`src/rtl/ysyx_23060236_trap_pkg.sv`:
```
// rtl/ysyx_23060236_trap_pkg.sv - shared encodings for the commit-stage trap controller
package ysyx_23060236_trap_pkg;

    localparam int          XLEN          = 32;
    localparam logic [11:0] SATP_ADDR     = 12'h180;
    localparam logic [6:0]  CAUSE_MTIMER  = 7'h47;
    localparam logic [6:0]  CAUSE_ECALL_M = 7'd11;

    typedef enum logic [2:0] {
        ST_IDLE  = 3'd0,
        ST_DRAIN = 3'd1,
        ST_TRAP  = 3'd2,
        ST_TLBF  = 3'd3,
        ST_REDIR = 3'd4
    } state_e;

    typedef enum logic [2:0] {
        EV_PLAIN = 3'd0,
        EV_IRQ   = 3'd1,
        EV_ECALL = 3'd2,
        EV_MRET  = 3'd3,
        EV_SATPW = 3'd4
    } event_e;

    // Priority order matters: a pending enabled interrupt squashes whatever is committing.
    function automatic event_e classify(
        input logic        irq,
        input logic        ecall,
        input logic        mret,
        input logic        csr_we,
        input logic [11:0] csr_addr,
        input logic [11:0] satp_addr
    );
        if (irq)                                  return EV_IRQ;
        else if (ecall)                           return EV_ECALL;
        else if (mret)                            return EV_MRET;
        else if (csr_we && csr_addr == satp_addr) return EV_SATPW;
        else                                      return EV_PLAIN;
    endfunction

endpackage

```
`src/rtl/ysyx_23060236_trap_perf.sv`:
```
// rtl/ysyx_23060236_trap_perf.sv - trap and interrupt event counters
module ysyx_23060236_trap_perf (
    input  logic        clock,
    input  logic        reset,
    input  logic        perf_clr,
    input  logic        trap,
    input  logic        intr,
    output logic [31:0] perf_trap_cnt,
    output logic [31:0] perf_intr_cnt
);

    logic [31:0] trap_cnt_q, trap_cnt_d;
    logic [31:0] intr_cnt_q, intr_cnt_d;

    always_comb begin
        trap_cnt_d = trap_cnt_q;
        intr_cnt_d = intr_cnt_q;
        if (perf_clr) begin
            trap_cnt_d = '0;
            intr_cnt_d = '0;
        end else begin
            if (trap)         trap_cnt_d = trap_cnt_q + 32'd1;
            if (trap && intr) intr_cnt_d = intr_cnt_q + 32'd1;
        end
    end

    always_ff @(posedge clock or posedge reset) begin
        if (reset) begin
            trap_cnt_q <= '0;
            intr_cnt_q <= '0;
        end else begin
            trap_cnt_q <= trap_cnt_d;
            intr_cnt_q <= intr_cnt_d;
        end
    end

    assign perf_trap_cnt = trap_cnt_q;
    assign perf_intr_cnt = intr_cnt_q;

endmodule

```
`src/rtl/ysyx_23060236_trap_ctrl.sv`:
```
// rtl/ysyx_23060236_trap_ctrl.sv - commit sequencer: CSR strobe, trap/mret/satp redirects
// Optional counters enabled by YSYX_23060236_TRAP_PERF_EN.
module ysyx_23060236_trap_ctrl #(
    parameter int          XLEN      = 32,
    parameter logic [11:0] SATP_ADDR = ysyx_23060236_trap_pkg::SATP_ADDR
) (
    input  logic            clock,
    input  logic            reset,
    input  logic            cmt_valid,
    output logic            cmt_ready,
    input  logic [XLEN-1:0] cmt_pc,
    input  logic            cmt_ecall,
    input  logic            cmt_mret,
    input  logic            cmt_csr_we,
    input  logic [11:0]     cmt_csr_addr,
    input  logic            time_intr,
    input  logic            mstatus_mie,
    input  logic [XLEN-1:0] mtvec,
    input  logic [XLEN-1:0] mepc,
    input  logic            mem_idle,
    output logic            csr_valid,
    output logic            csr_intr,
    output logic [XLEN-1:0] csr_epc,
    output logic            redir_valid,
    input  logic            redir_ready,
    output logic [XLEN-1:0] redir_pc,
    output logic            flush,
    output logic            tlb_flush_req,
    input  logic            tlb_flush_ack
`ifdef YSYX_23060236_TRAP_PERF_EN
    ,
    input  logic            perf_clr,
    output logic [31:0]     perf_trap_cnt,
    output logic [31:0]     perf_intr_cnt
`endif
);

    import ysyx_23060236_trap_pkg::*;

    state_e          state_q, state_d;
    event_e          class_q, class_d;
    logic [XLEN-1:0] pc_q, pc_d;
    logic [XLEN-1:0] target_q, target_d;

    logic   accept;
    logic   in_trap;
    event_e ev;

    assign ev = classify(time_intr & mstatus_mie, cmt_ecall, cmt_mret,
                         cmt_csr_we, cmt_csr_addr, SATP_ADDR);

    assign cmt_ready = (state_q == ST_IDLE);
    assign accept    = cmt_valid & cmt_ready;
    assign in_trap   = (state_q == ST_TRAP);

    always_comb begin
        state_d  = state_q;
        class_d  = class_q;
        pc_d     = pc_q;
        target_d = target_q;
        case (state_q)
            ST_IDLE: begin
                if (accept) begin
                    class_d = ev;
                    pc_d    = cmt_pc;
                    case (ev)
                        EV_IRQ, EV_ECALL, EV_MRET: state_d = mem_idle ? ST_TRAP : ST_DRAIN;
                        EV_SATPW:                  state_d = ST_TLBF;
                        default:                   state_d = ST_IDLE;
                    endcase
                end
            end
            ST_DRAIN: begin
                if (mem_idle) state_d = ST_TRAP;
            end
            ST_TRAP: begin
                // Vectors are sampled here, before the CSR update lands.
                target_d = (class_q == EV_MRET) ? mepc : mtvec;
                state_d  = ST_REDIR;
            end
            ST_TLBF: begin
                if (tlb_flush_ack) begin
                    target_d = pc_q + XLEN'(4);
                    state_d  = ST_REDIR;
                end
            end
            ST_REDIR: begin
                if (redir_ready) state_d = ST_IDLE;
            end
            default: state_d = ST_IDLE;
        endcase
    end

    always_ff @(posedge clock or posedge reset) begin
        if (reset) begin
            state_q  <= ST_IDLE;
            class_q  <= EV_PLAIN;
            pc_q     <= '0;
            target_q <= '0;
        end else begin
            state_q  <= state_d;
            class_q  <= class_d;
            pc_q     <= pc_d;
            target_q <= target_d;
        end
    end

    assign csr_valid     = (accept & ((ev == EV_PLAIN) | (ev == EV_SATPW))) | in_trap;
    assign csr_intr      = in_trap & (class_q == EV_IRQ);
    assign csr_epc       = in_trap ? pc_q : cmt_pc;
    assign redir_valid   = (state_q == ST_REDIR);
    assign flush         = (state_q == ST_REDIR);
    assign redir_pc      = target_q;
    assign tlb_flush_req = (state_q == ST_TLBF);

`ifdef YSYX_23060236_TRAP_PERF_EN
    ysyx_23060236_trap_perf u_perf (
        .clock         (clock),
        .reset         (reset),
        .perf_clr      (perf_clr),
        .trap          (in_trap),
        .intr          (csr_intr),
        .perf_trap_cnt (perf_trap_cnt),
        .perf_intr_cnt (perf_intr_cnt)
    );
`endif

endmodule

```
`config.mk`:
```
export PLATFORM = sky130hd
export DESIGN_NAME = ysyx_23060236_trap_ctrl
export DESIGN_NICKNAME = d
export VERILOG_FILES = /design/src/rtl/ysyx_23060236_trap_pkg.sv /design/src/rtl/ysyx_23060236_trap_perf.sv /design/src/rtl/ysyx_23060236_trap_ctrl.sv
export SDC_FILE = /design/constraint.sdc
export NUM_CORES = 1
export LEC_CHECK = 0
export CAP_MARGIN = 20
export CORE_MARGIN = 8
export CORE_UTILIZATION = 43
export CTS_CLUSTER_SIZE = 14
export DETAILED_ROUTE_END_ITERATION = 10
export PLACE_DENSITY_LB_ADDON = 0.08
export SLEW_MARGIN = 5
export SYNTH_ARGS = -nofsm -noshare
export SYNTH_HDL_FRONTEND = slang
export SYNTH_SLANG_ARGS = --single-unit
```
`constraint.sdc`:
```
create_clock -name clock -period 2.6 [get_ports clock]
set_input_delay 0.26 -clock clock [delete_from_list [all_inputs] [get_ports clock]]
set_output_delay 0.26 -clock clock [all_outputs]
set_load 0.03 [all_outputs]
```
==> results of run 1 <==
[logic make-up after synthesis]
kind of cell               after synthesis  synth area share
and+or+nand+nor                        213            0.2382
adders and majority gates                1          0.002926
DFF                                     70            0.4097
AOI/OAI and AO/OA                       69           0.09277
buffers and inverters                   32           0.04039
xor gates and xnor gates                27           0.05531
muxes                                   64            0.1607
[power by group]
group / leakage [nW] / switching [mW] / internal, mW
Clock: 0.110 / 0.408 / 0.564
Combinational: 1.96 / 2.17 / 1.81
Sequential: 0.840 / 0.619 / 1.61
Total: 2.91 / 3.20 / 3.98
[critical path, cell delays in order, from the launching register on]
cell	delay [ns]
dfrtp_1	0.41
and2b_1	0.32
nand2_1	0.10
inv_1	0.16
clkdlybuf4s50_1	0.72
[registers in the layout, indices dropped and copies added (netlist names)]
register and count:
redir_pc 32, state_q 3, class_q 3, pc_q 32
[cell usage after synthesis, types with 4 or more instances]
| cell type | instances | area, µm² |
|---|---|---|
| a21oi_1 | 27 | 135.1 |
| and3_1 | 6 | 37.54 |
| buf_2 | 14 | 70.07 |
| buf_4 | 4 | 30.03 |
| clkbuf_1 | 5 | 18.77 |
| dfrtp_1 | 70 | 1752 |
| inv_1 | 7 | 26.28 |
| mux2_2 | 37 | 416.7 |
| mux2i_1 | 27 | 270.3 |
| nand2_1 | 128 | 480.5 |
| nand3_1 | 8 | 40.04 |
| nand4_1 | 15 | 93.84 |
| nor2_1 | 29 | 108.9 |
| o21ai_0 | 15 | 75.07 |
| o21ai_1 | 8 | 40.04 |
| o221ai_1 | 5 | 43.79 |
| o22ai_1 | 7 | 43.79 |
| xnor2_1 | 12 | 105.1 |
| xor2_1 | 15 | 131.4 |
[per-stage QoR]
stage / utilization / setup slack (ns) / hold slack [ns] / total power [mW]
floorplan: - / 0.2651 / 0.3768 / 4.696
global placement: 0.6442 / 0.5667 / 0.4616 / 6.181
detailed placement: 0.6442 / 0.5635 / 0.4636 / 6.249
CTS: 0.6663 / 0.2642 / 0.3242 / 7.225
global route: 0.6663 / 0.1140 / 0.3651 / 7.618
finish: 0.6663 / 0.2717 / 0.3080 / 7.182
[per-layer routing]
| layer | track usage | vias to the layer above | part of all wire | wire [µm] |
|---|---|---|---|---|
| met5 | 0 | - | 0 | 0 |
| met1 | 0.2637 | 1885 | 0.47 | 6308 |
| li1 | - | 2022 | - | - |
| met2 | 0.3047 | 144 | 0.44 | 5861 |
| met3 | 0.05993 | 9 | 0.082 | 1093 |
| met4 | 0.05445 | 0 | 0.0070 | 93 |
[path summary, 6_finish.rpt]
kind / startpoint / end / slack [ns] / depth (start not counted)
worst max-delay path: state_q[2]$_DFFE_PP0P_ / tlb_flush_req / 0.27 / 4
worst min-delay path: reset / pc_q[1]$_DFFE_PP0P_ / 0.31 / 2
worst max register to register: pc_q[2]$_DFFE_PP0P_ / redir_pc[20]$_DFFE_PP0P_ / 0.55 / 6
worst min register to register: redir_pc[8]$_DFFE_PP0P_ / redir_pc[8]$_DFFE_PP0P_ / 0.48 / 2
max in group asynchronous: reset / pc_q[18]$_DFFE_PP0P_ / 1.73 / 3
min in group clock: redir_pc[8]$_DFFE_PP0P_ / redir_pc[8]$_DFFE_PP0P_ / 0.48 / 2
[final cells by class]
type / count / area [µm²]
clock buffers: 12 / 145.1
repair buffers: 200 / 1962
multi-input cells: 374 / 2361
flip-flops and latches: 70 / 1752
clock inverters: 4 / 70.07
inverters: 7 / 26.28
well taps: 133 / 166.4
fillers: 831 / 3247
==> results.md, run 1 <==
STA:
- The upper clock frequency limit is 429.5 MHz.
- The number of failing hold endpoints at the final stage is 0.
- The worst path needs ~2.3 ns of the cycle, external delays included.
- The setup clock skew after layout is 0.007785 ns.
- Setup repair after global routing left no endpoint under its margin.
- The post-route setup TNS is 0 ns.
- The final setup violation count is 0.
- The final count of pins violating max slew is 0.
- The portion of the clock cycle consumed by the worst path in the final layout is 0.8955.
- For the pin with the worst max-slew slack, the measured transition is 0.6284 ns.
- Headroom to the max-slew limit came out at 0.5804.

Floorplan:
- From bottom edge to top edge, the die measures 115.7 µm.
- In this run the count of I/O pins placed on the die edge is 189.
- The initial standard-cell utilization of the core is 0.4394.
- From left edge to right edge, the die measures 115.7 µm.
- The die area is roughly 0.013 mm².
- In this run the standard cell core region covers 0.009729 mm².
- The floorplan has 36 rows.

Worst hold path:
- The class of the most critical hold timing path is input port to async pin.

Synth:
- The area of the mapped netlist is 0.004275 mm².
- The number of warnings issued by yosys is 0.
- In the synthesized netlist the dominant register cell turns out to be dfrtp_1.
- The mean area per synthesized cell is roughly 9 µm².
- Synthesis inferred 70 register bits.
- Yosys mapped the design onto 47 distinct sky130hd cell types.
- The proportion of synthesized chip area in sequential cells is 0.4097.
- Synthesis produced around 480 cells.
- Yosys mapped a number of flops with a built-in enable equal to 0.
- For this run, asynchronously set or reset flops after synthesis account for 1.000.
- The number of nets in the synthesized netlist is 596.

Clocking:
- The longest clock path from root to sink contains 2 buffers.
- The H-tree generated during clock tree synthesis spans 3 levels.
- The post-cts sizing count is 0.
- TritonCTS built the clock tree.
- The CTS sink count is 70.
- At the later pin of the worst-skew pair, clock insertion delay measures between 0.3 and 0.4 ns.
- The clock-pin slew reported for the worst setup and hold paths after clock tree synthesis is ~0.08 ns.
- In this run, CTS created clock tree buffers numbering 9.
- The post-CTS setup-driven buffer insertion count is 0.
- The hold buffer count at CTS is 0.
- The cell sitting at the root of the clock tree is a clkbuf_8.

Final layout:
- The leading cell type in the layout, fill and taps excluded is clkdlybuf4s50_1.
- The post-synthesis to final-layout area growth is 51.62%.
- The number of nets in the final layout is ~800.
- After routing the design area is 0.006482 mm².
- The antenna diode count is 0.
- In the final layout, the share of cells above drive strength 1 is 0.1694.
- The top cell types in the final layout, fill and taps aside, are clkdlybuf4s50_1, nand2_1, dfrtp_1.
- The final cell count without fillers is 800.

Place:
- The number of port buffers is 188.
- In this run, placement finished with an instance count of between 700 and 800.
- The area of placed instances is 0.006267 mm².
- The last weighted congestion value of the routability-driven placer is about 0.87.
- After legalization and detailed placement, the total HPWL measured roughly 11000 µm.

GRT:
- The number of antenna violations at the first check in global routing is 0.
- The first global-routing pass estimated 20980 µm of wire.
- The combined global-route utilization of all metal layers is 0.1980.
- The number of global-route vias before repair is just over 4000.
- The sum of overflow across all layers after global routing is 0.
- The pin count of the biggest net entering global routing is 39.

Route:
- After detailed routing, the number of vias per cell comes to 5.075.
- The via total after detailed routing is 4060.
- The number of antenna-violating nets in the routed design is 0.
- The number of search-and-repair iterations in the first detailed-routing pass is 5.
- The sum of routed wire length over all layers is 13360 µm.
- The count of routing violations after the opening detailed-route iteration is 218.
- The DRC violations left is 0.
- The average wire length per cell after detail routing is about 17 µm.

Critical path:
- The category of the most critical setup path is flop to output pin.
- Data on the critical path is required at its endpoint by 2.34 ns.
- The data arrival time of the worst path is 2.07 ns.
- Along the worst path, the maximum fanout reaches 6.
- STA classifies the critical path startpoint as a flop.
- The kind of capture point of the worst setup path is an output pin.

Run:
- The max-capacitance violation count is 0.

Power:
- The leakage power total is 2.911 nW.
- The cell area power density is 1108 mW/mm².
- The worst-case IR drop observed on VDD is 0.5863 mV.

Outcome:
- The run finished with clean final reports.
No activity file was read; power rests on OpenSTA's default activity.
==> run 2, diff against run 1 <==
Clock period 2.6 ns to 2.8 ns, I/O delays scaled along.
==> results.md, run 2 (synthesis results as in run 1) <==
STA:
- The number of failing hold endpoints at the final stage came to 0.
- The setup clock skew after layout is 0.008195 ns.
- The worst relative slew slack is 0.5883.
- The portion of the clock cycle consumed by the worst path in the final layout is 0.9256.
- The post-route setup TNS is 0 ns.
- The final count of pins violating max slew is 0.
- Setup repair after global routing left no endpoint under its margin.
- The smallest clock period supported by the final layout is computed as approximately 2.6 ns.
- The final setup violation count is 0.
- For the pin with the worst max-slew slack, the measured transition is roughly 0.62 ns.
- The least setup slack across all paths after layout is 0.2084 ns.
- For this run, the top clock speed supported by timing is 385.9 MHz.

Clocking:
- The clock tree from TritonCTS is built.
- The clock-pin slew reported for the worst setup and hold paths after clock tree synthesis is roughly 0.070 ns.
- For this design, the sink count on the clock tree is 70.
- The H-tree depth reported by CTS is 3.
- The cell sitting at the root of the clock tree is a clkbuf_8.
- In this run, CTS created clock tree buffers numbering 9.
- The clock reaches the later pin of the worst-skew pair after approximately 0.36 ns.
- The largest buffer count on any clock path is 2.
- In this run, post-CTS hold repair placed 0 buffers.

Route:
- The final layout contains routed wiring with a total length of 13470 µm.
- The count of routing violations after the opening detailed-route iteration is 144.
- Before antenna repair, the detailed router went through 4 iterations.
- In this run the remaining antenna-violating nets after routing total 0.
- The average wire length per cell after detail routing is 16.90 µm.
- The routed layout has 4085 vias.
- The DRC violations left is 0.
- The routed via count divided by cell count is between 5 and 6.

Floorplan:
- In this run the vertical extent of the chip is 115.7 µm.
- The I/O pin count is 189.
- The floorplan step set the die width to 115.7 µm.
- The initial standard-cell utilization of the core is 0.4394.
- The total area inside the core boundary comes to 0.009729 mm².
- The floorplan has 36 rows.
- The die covers 0.01339 mm².

Critical path:
- The kind of capture point of the worst setup path is an output pin.
- The type of element launching the critical path is a flop.
- Data arrives at the worst endpoint at 2.31 ns.
- The launch point of the worst reg-to-reg path is state_q[2]$_DFFE_PP0P_.
- In this run the critical register-to-register path is captured at redir_pc[23]$_DFFE_PP0P_.
- The register-to-register path setup slack is between 0.5 and 0.6 ns.
- Along the worst path, the maximum fanout reaches 15.
- The number of cells on the worst reg-to-reg path is 6.
- The critical path is of the flop to output pin type.
- At the worst endpoint, the required time is between 2 and 3 ns.

Worst hold path:
- In this run the worst hold path is classified as input port to async pin.

GRT:
- The number of antenna violations at the first check in global routing is 0.
- The pin count of the biggest net entering global routing is 44.
- The first global-routing pass estimated approximately 22000 µm of wire.
- The number of global-route vias before repair came to 4131.
- The sum of overflow across all layers after global routing is 0.
- The combined global-route utilization of all metal layers is 0.2045.

Final layout:
- The layout has 847 filler cells.
- The post-synthesis to final-layout area growth is 50.63%.
- After the last flow step, the layout net total stands at between 700 and 800.
- The leading cell type in the layout, fill and taps excluded is clkdlybuf4s50_1.
- Leaving out fill and tap cells, the most frequent cells in the layout are clkdlybuf4s50_1, nand2_1, dfrtp_1.
- The repair_antennas step left the layout with diodes totalling 0.
- The final cell count without fillers is approximately 800.
- The layout cell share with drive strength beyond 1 is 0.1657.

Power:
- The leakage power total is 2.887 nW.
- VDD sags by at most 0.4831 mV.
- The cell area power density is about 1000 mW/mm².

Outcome:
- The flow ran to the end, and the final reports show no timing, DRC or antenna violations.

Place:
- Prior to clock tree synthesis, the placed netlist has a worst setup slack of 0.5726 ns.
- Including well taps, the total number of placed cells is 781.
- The number of port buffers is 188.
- The wire-length estimate of the detail-placed layout is 10710 µm.
- At the end of routability-driven placement, the weighted congestion stood at 0.8333.

Run:
- Across the run, the number of max-cap violations was 0.
## run 2: area by class of cell
type,count,area [µm²],share of cell area
clock inverter,4,70.07,0.01088
clock buffer,12,145.1,0.02254
multi-input combinational,374,2366,0.3674
inverter,7,26.28,0.004080
tap,133,166.4,0.02584
timing repair buffer,197,1914,0.2973
sequential,70,1752,0.2720
## run 2: routing by layer
metal,wire length (µm),vias to the layer above,track usage
li1,-,2009,-
met1,6341,1904,0.2837
met2,5818,159,0.3008
met3,1138,13,0.05628
met4,170,0,0.06569
met5,0,-,0
## run 2: timing repair
item | in CTS | in global routing
setup endpoints to repair | 0 | 4
resized for setup | 0 | 1
buffers inserted | 0 | 0
## run 2: power by group
group | leakage, nW | switching [mW] | internal, mW
logic | 1.94 | 2.03 | 1.65
registers | 0.840 | 0.569 | 1.50
clock network | 0.110 | 0.381 | 0.524
## run 2: how the worst max path moves through the flow
| stage | from | to | slack (ns) | cells past startpoint |
|---|---|---|---|---|
| finish | state_q[2]$_DFFE_PP0P_ | tlb_flush_req | 0.21 | 4 |
| global route | state_q[2]$_DFFE_PP0P_ | tlb_flush_req | 0.05 | 4 |
| CTS | state_q[2]$_DFFE_PP0P_ | csr_epc[6] | 0.20 | 8 |
| detailed placement | state_q[2]$_DFFE_PP0P_ | redir_pc[23]$_DFFE_PP0P_ | 0.57 | 6 |
| global placement | state_q[1]$_DFFE_PP0P_ | csr_epc[28] | 0.66 | 8 |
| floorplan | state_q[2]$_DFFE_PP0P_ | csr_intr | 0.45 | 4 |
## run 2: worst max-delay path, stage by stage, from the launching register on
cell and delay (ns):
dfrtp_1 0.41, and2b_1 0.31, nand2_1 0.11, inv_1 0.35
clkdlybuf4s50_1 0.77
## run 2: through the flow
step | utilization | hold slack [ns] | total power [mW] | cell area, µm²
after global placement | 0.6393 | 0.4603 | 5.705 | 6220
after detailed placement | 0.6393 | 0.4627 | 5.786 | 6220
after floorplan | - | 0.3968 | 4.360 | 4275
after CTS | 0.6614 | 0.3331 | 6.694 | 6435
after global routing | 0.6619 | 0.3796 | 7.091 | 6440
final | 0.6619 | 0.3191 | 6.657 | 6440
==> run 3, diff against run 2 <==
Settings changed: ABC_CLOCK_PERIOD_IN_PS set to 3100.
Clock period 2.8 ns to 3.1 ns, I/O delays scaled along.
==> results.md, run 3 (synthesis results as in run 1) <==
Outcome:
- The run finished with clean final reports.

GRT:
- The pin count of the biggest net entering global routing is 39.
- In the global route stage, overall resource usage came out at 0.2011.
- The global-route wire length before repair is 21460 µm.
- The number of global-route vias before repair is between 4000 and 5000.
- The number of antenna violations at the first check in global routing is 0.
- The sum of overflow across all layers after global routing is 0.

STA:
- Setup repair after global routing left no endpoint under its margin.
- Across the routed clock network, the largest skew measured is 0.01033 ns.
- In the finished design, the share of the clock period the worst path needs comes to 0.9021.
- The final count of pins violating max slew is 0.
- The shortest period the worst path allows is 2.797 ns.
- The slew of the pin with the lowest slew margin is 0.8531 ns.
- The final setup violation count is 0.
- The post-route setup TNS is 0 ns.
- The upper clock frequency limit is 357.6 MHz.
- The worst relative slew slack is 0.4301.
- The number of failing hold endpoints at the final stage is 0.

Final layout:
- The post-route cell area is 0.006419 mm².
- The area of the multi-input gates is 0.002361 mm².
- Of the cells placed in the final design, the portion with a size suffix greater than 1 is 0.1463.
- Fill cells in the final layout number 825.
- Registers take 0.001752 mm².
- The leading cell type in the layout, fill and taps excluded is clkdlybuf4s50_1.
- In the layout the commonest cells are clkdlybuf4s50_1, nand2_1, dfrtp_1.
- The antenna diode count is 0.
- From synthesis to final layout, the design area changed by 50.13%.
- In the final design database the tool counted 778 nets.

Floorplan:
- approximately 190 I/O pins were placed.
- The die covers ~0.013 mm².
- The initial standard-cell utilization of the core is 0.4394.
- Row generation in the floorplan step produced 36 rows.
- The die is ~120 µm tall.
- In this run the standard cell core region covers 0.009729 mm².
- Measured along the x axis, the die boundary spans approximately 120 µm.

Place:
- The area of placed instances is 0.006210 mm².
- The HPWL after detailed placement is 10720 µm.
- The congestion estimate from routability-driven global placement came to 0.8344.
- Input and output buffers added on the ports amount to approximately 190.

Critical path:
- Data arrives at the worst endpoint at 2.49 ns.
- The startpoint of the worst setup timing path is state_q[2]$_DFFE_PP0P_.
- The category of the most critical setup path is flop to output pin.
- The launch point of the worst reg-to-reg path is state_q[2]$_DFFE_PP0P_.
- The kind of capture point of the worst setup path is an output pin.
- The worst setup path is launched from a flop.
- STA puts the critical path data required time at ~2.8 ns.
- The peak fanout along the critical path is 20.

Route:
- After detailed routing, the wire length on met1 is a little over 6000 µm.
- The amount of wire on met2 after detailed routing is 5910 µm.
- For this block, the routed nets add up to 13290 µm of wire.
- The number of search-and-repair iterations in the first detailed-routing pass is 4.
- The routed via count divided by cell count is ~5.1.
- In this run the remaining antenna-violating nets after routing total 0.
- The DRC violations left is 0.
- The count of routing violations after the opening detailed-route iteration is 172.
- After detailed routing, the met3 layer carries around 1300 µm of wire.
- In this run the top signal layer used is met4.
- After detailed routing, the average wire length per cell comes to ~17 µm.
- The via total after detailed routing is 4086.

Clocking:
- Once the clock tree was built, the setup fixing pass inserted 0 buffers.
- For the worst-skew pair, the clock arrives at the later sink with an insertion delay of roughly 0.34 ns.
- TritonCTS built the clock tree.
- Once the clock tree was built, the resizer swapped 0 gates to a different size.
- CTS placed an instance of clkbuf_8 at the clock tree root.
- Buffers inserted during clock tree synthesis total 9.
- The hold buffer count at CTS is 0.
- No sink is reached through more buffers than the 2 on the longest clock path.
- The H-tree depth reported by CTS is 3.
- After clock tree synthesis, the clock-pin slew on the worst setup and hold paths is 0.07 ns.
- The clock net in this run drives a total of 70 sinks.

Power:
- Power spread over the standard cell area amounts to 923.2 mW/mm².
- IR analysis of the VDD net gives a maximum drop of 0.4966 mV.
- For this design the static power due to leakage is 2.843 nW.

Worst hold path:
- The min-delay analysis places its worst path in the category input port to async pin.

Run:
- The tool flagged a number of max-cap violations equal to 0.
## run 3: per-layer routing
layer | vias to the layer above | GRT usage
li1 | 2013 | -
met1 | 1906 | 0.2642
met2 | 159 | 0.3155
met3 | 8 | 0.07087
met4 | 0 | 0.03457
met5 | - | 0
## run 3: report_power, final
group / total, mW / internal (mW) / leakage (nW) / switching, mW
clock: 0.765 / 0.414 / 0.0976 / 0.351
combinational: 3.29 / 1.48 / 1.91 / 1.82
sequential: 1.87 / 1.35 / 0.840 / 0.517
## run 3: path summary, 6_finish.rpt
check	cells after the start	slack, ns	end
max	4	0.30	csr_intr
min	2	0.41	state_q[1]$_DFFE_PP0P_
max reg2reg	7	0.96	redir_pc[23]$_DFFE_PP0P_
min reg2reg	2	0.48	redir_pc[10]$_DFFE_PP0P_
max in group asynchronous	3	2.02	redir_pc[2]$_DFFE_PP0P_
min in group clock	2	0.48	redir_pc[10]$_DFFE_PP0P_
## run 3: stage by stage
step                hold slack, ns  std cells  utilization  power [mW]  setup slack (ns)
finish                      0.4122        796       0.6597       5.926            0.3035
CTS                         0.4458        796       0.6597       5.975            0.2719
floorplan                   0.4268        476            -       3.938            0.7151
global placement            0.4624        780       0.6382       5.135            0.7216
detailed placement          0.4645        780       0.6382       5.203            0.6404
global route                0.5017        796       0.6597       6.305            0.1300
## run 3: final cells by class
type / instances / share of cell area
flip-flops and latches: 70 / 0.2729
multi-input cells: 374 / 0.3678
clock buffers: 11 / 0.02359
inverters: 7 / 0.004094
well taps: 133 / 0.02593
clock inverters: 5 / 0.008967
repair buffers: 196 / 0.2967
## run 3: critical path, cell delays in order, from the launching register on
cell	delay [ns]
dfrtp_1	0.41
and2b_1	0.32
nand2_2	0.29
nor4b_1	0.38
clkdlybuf4s50_1	0.75
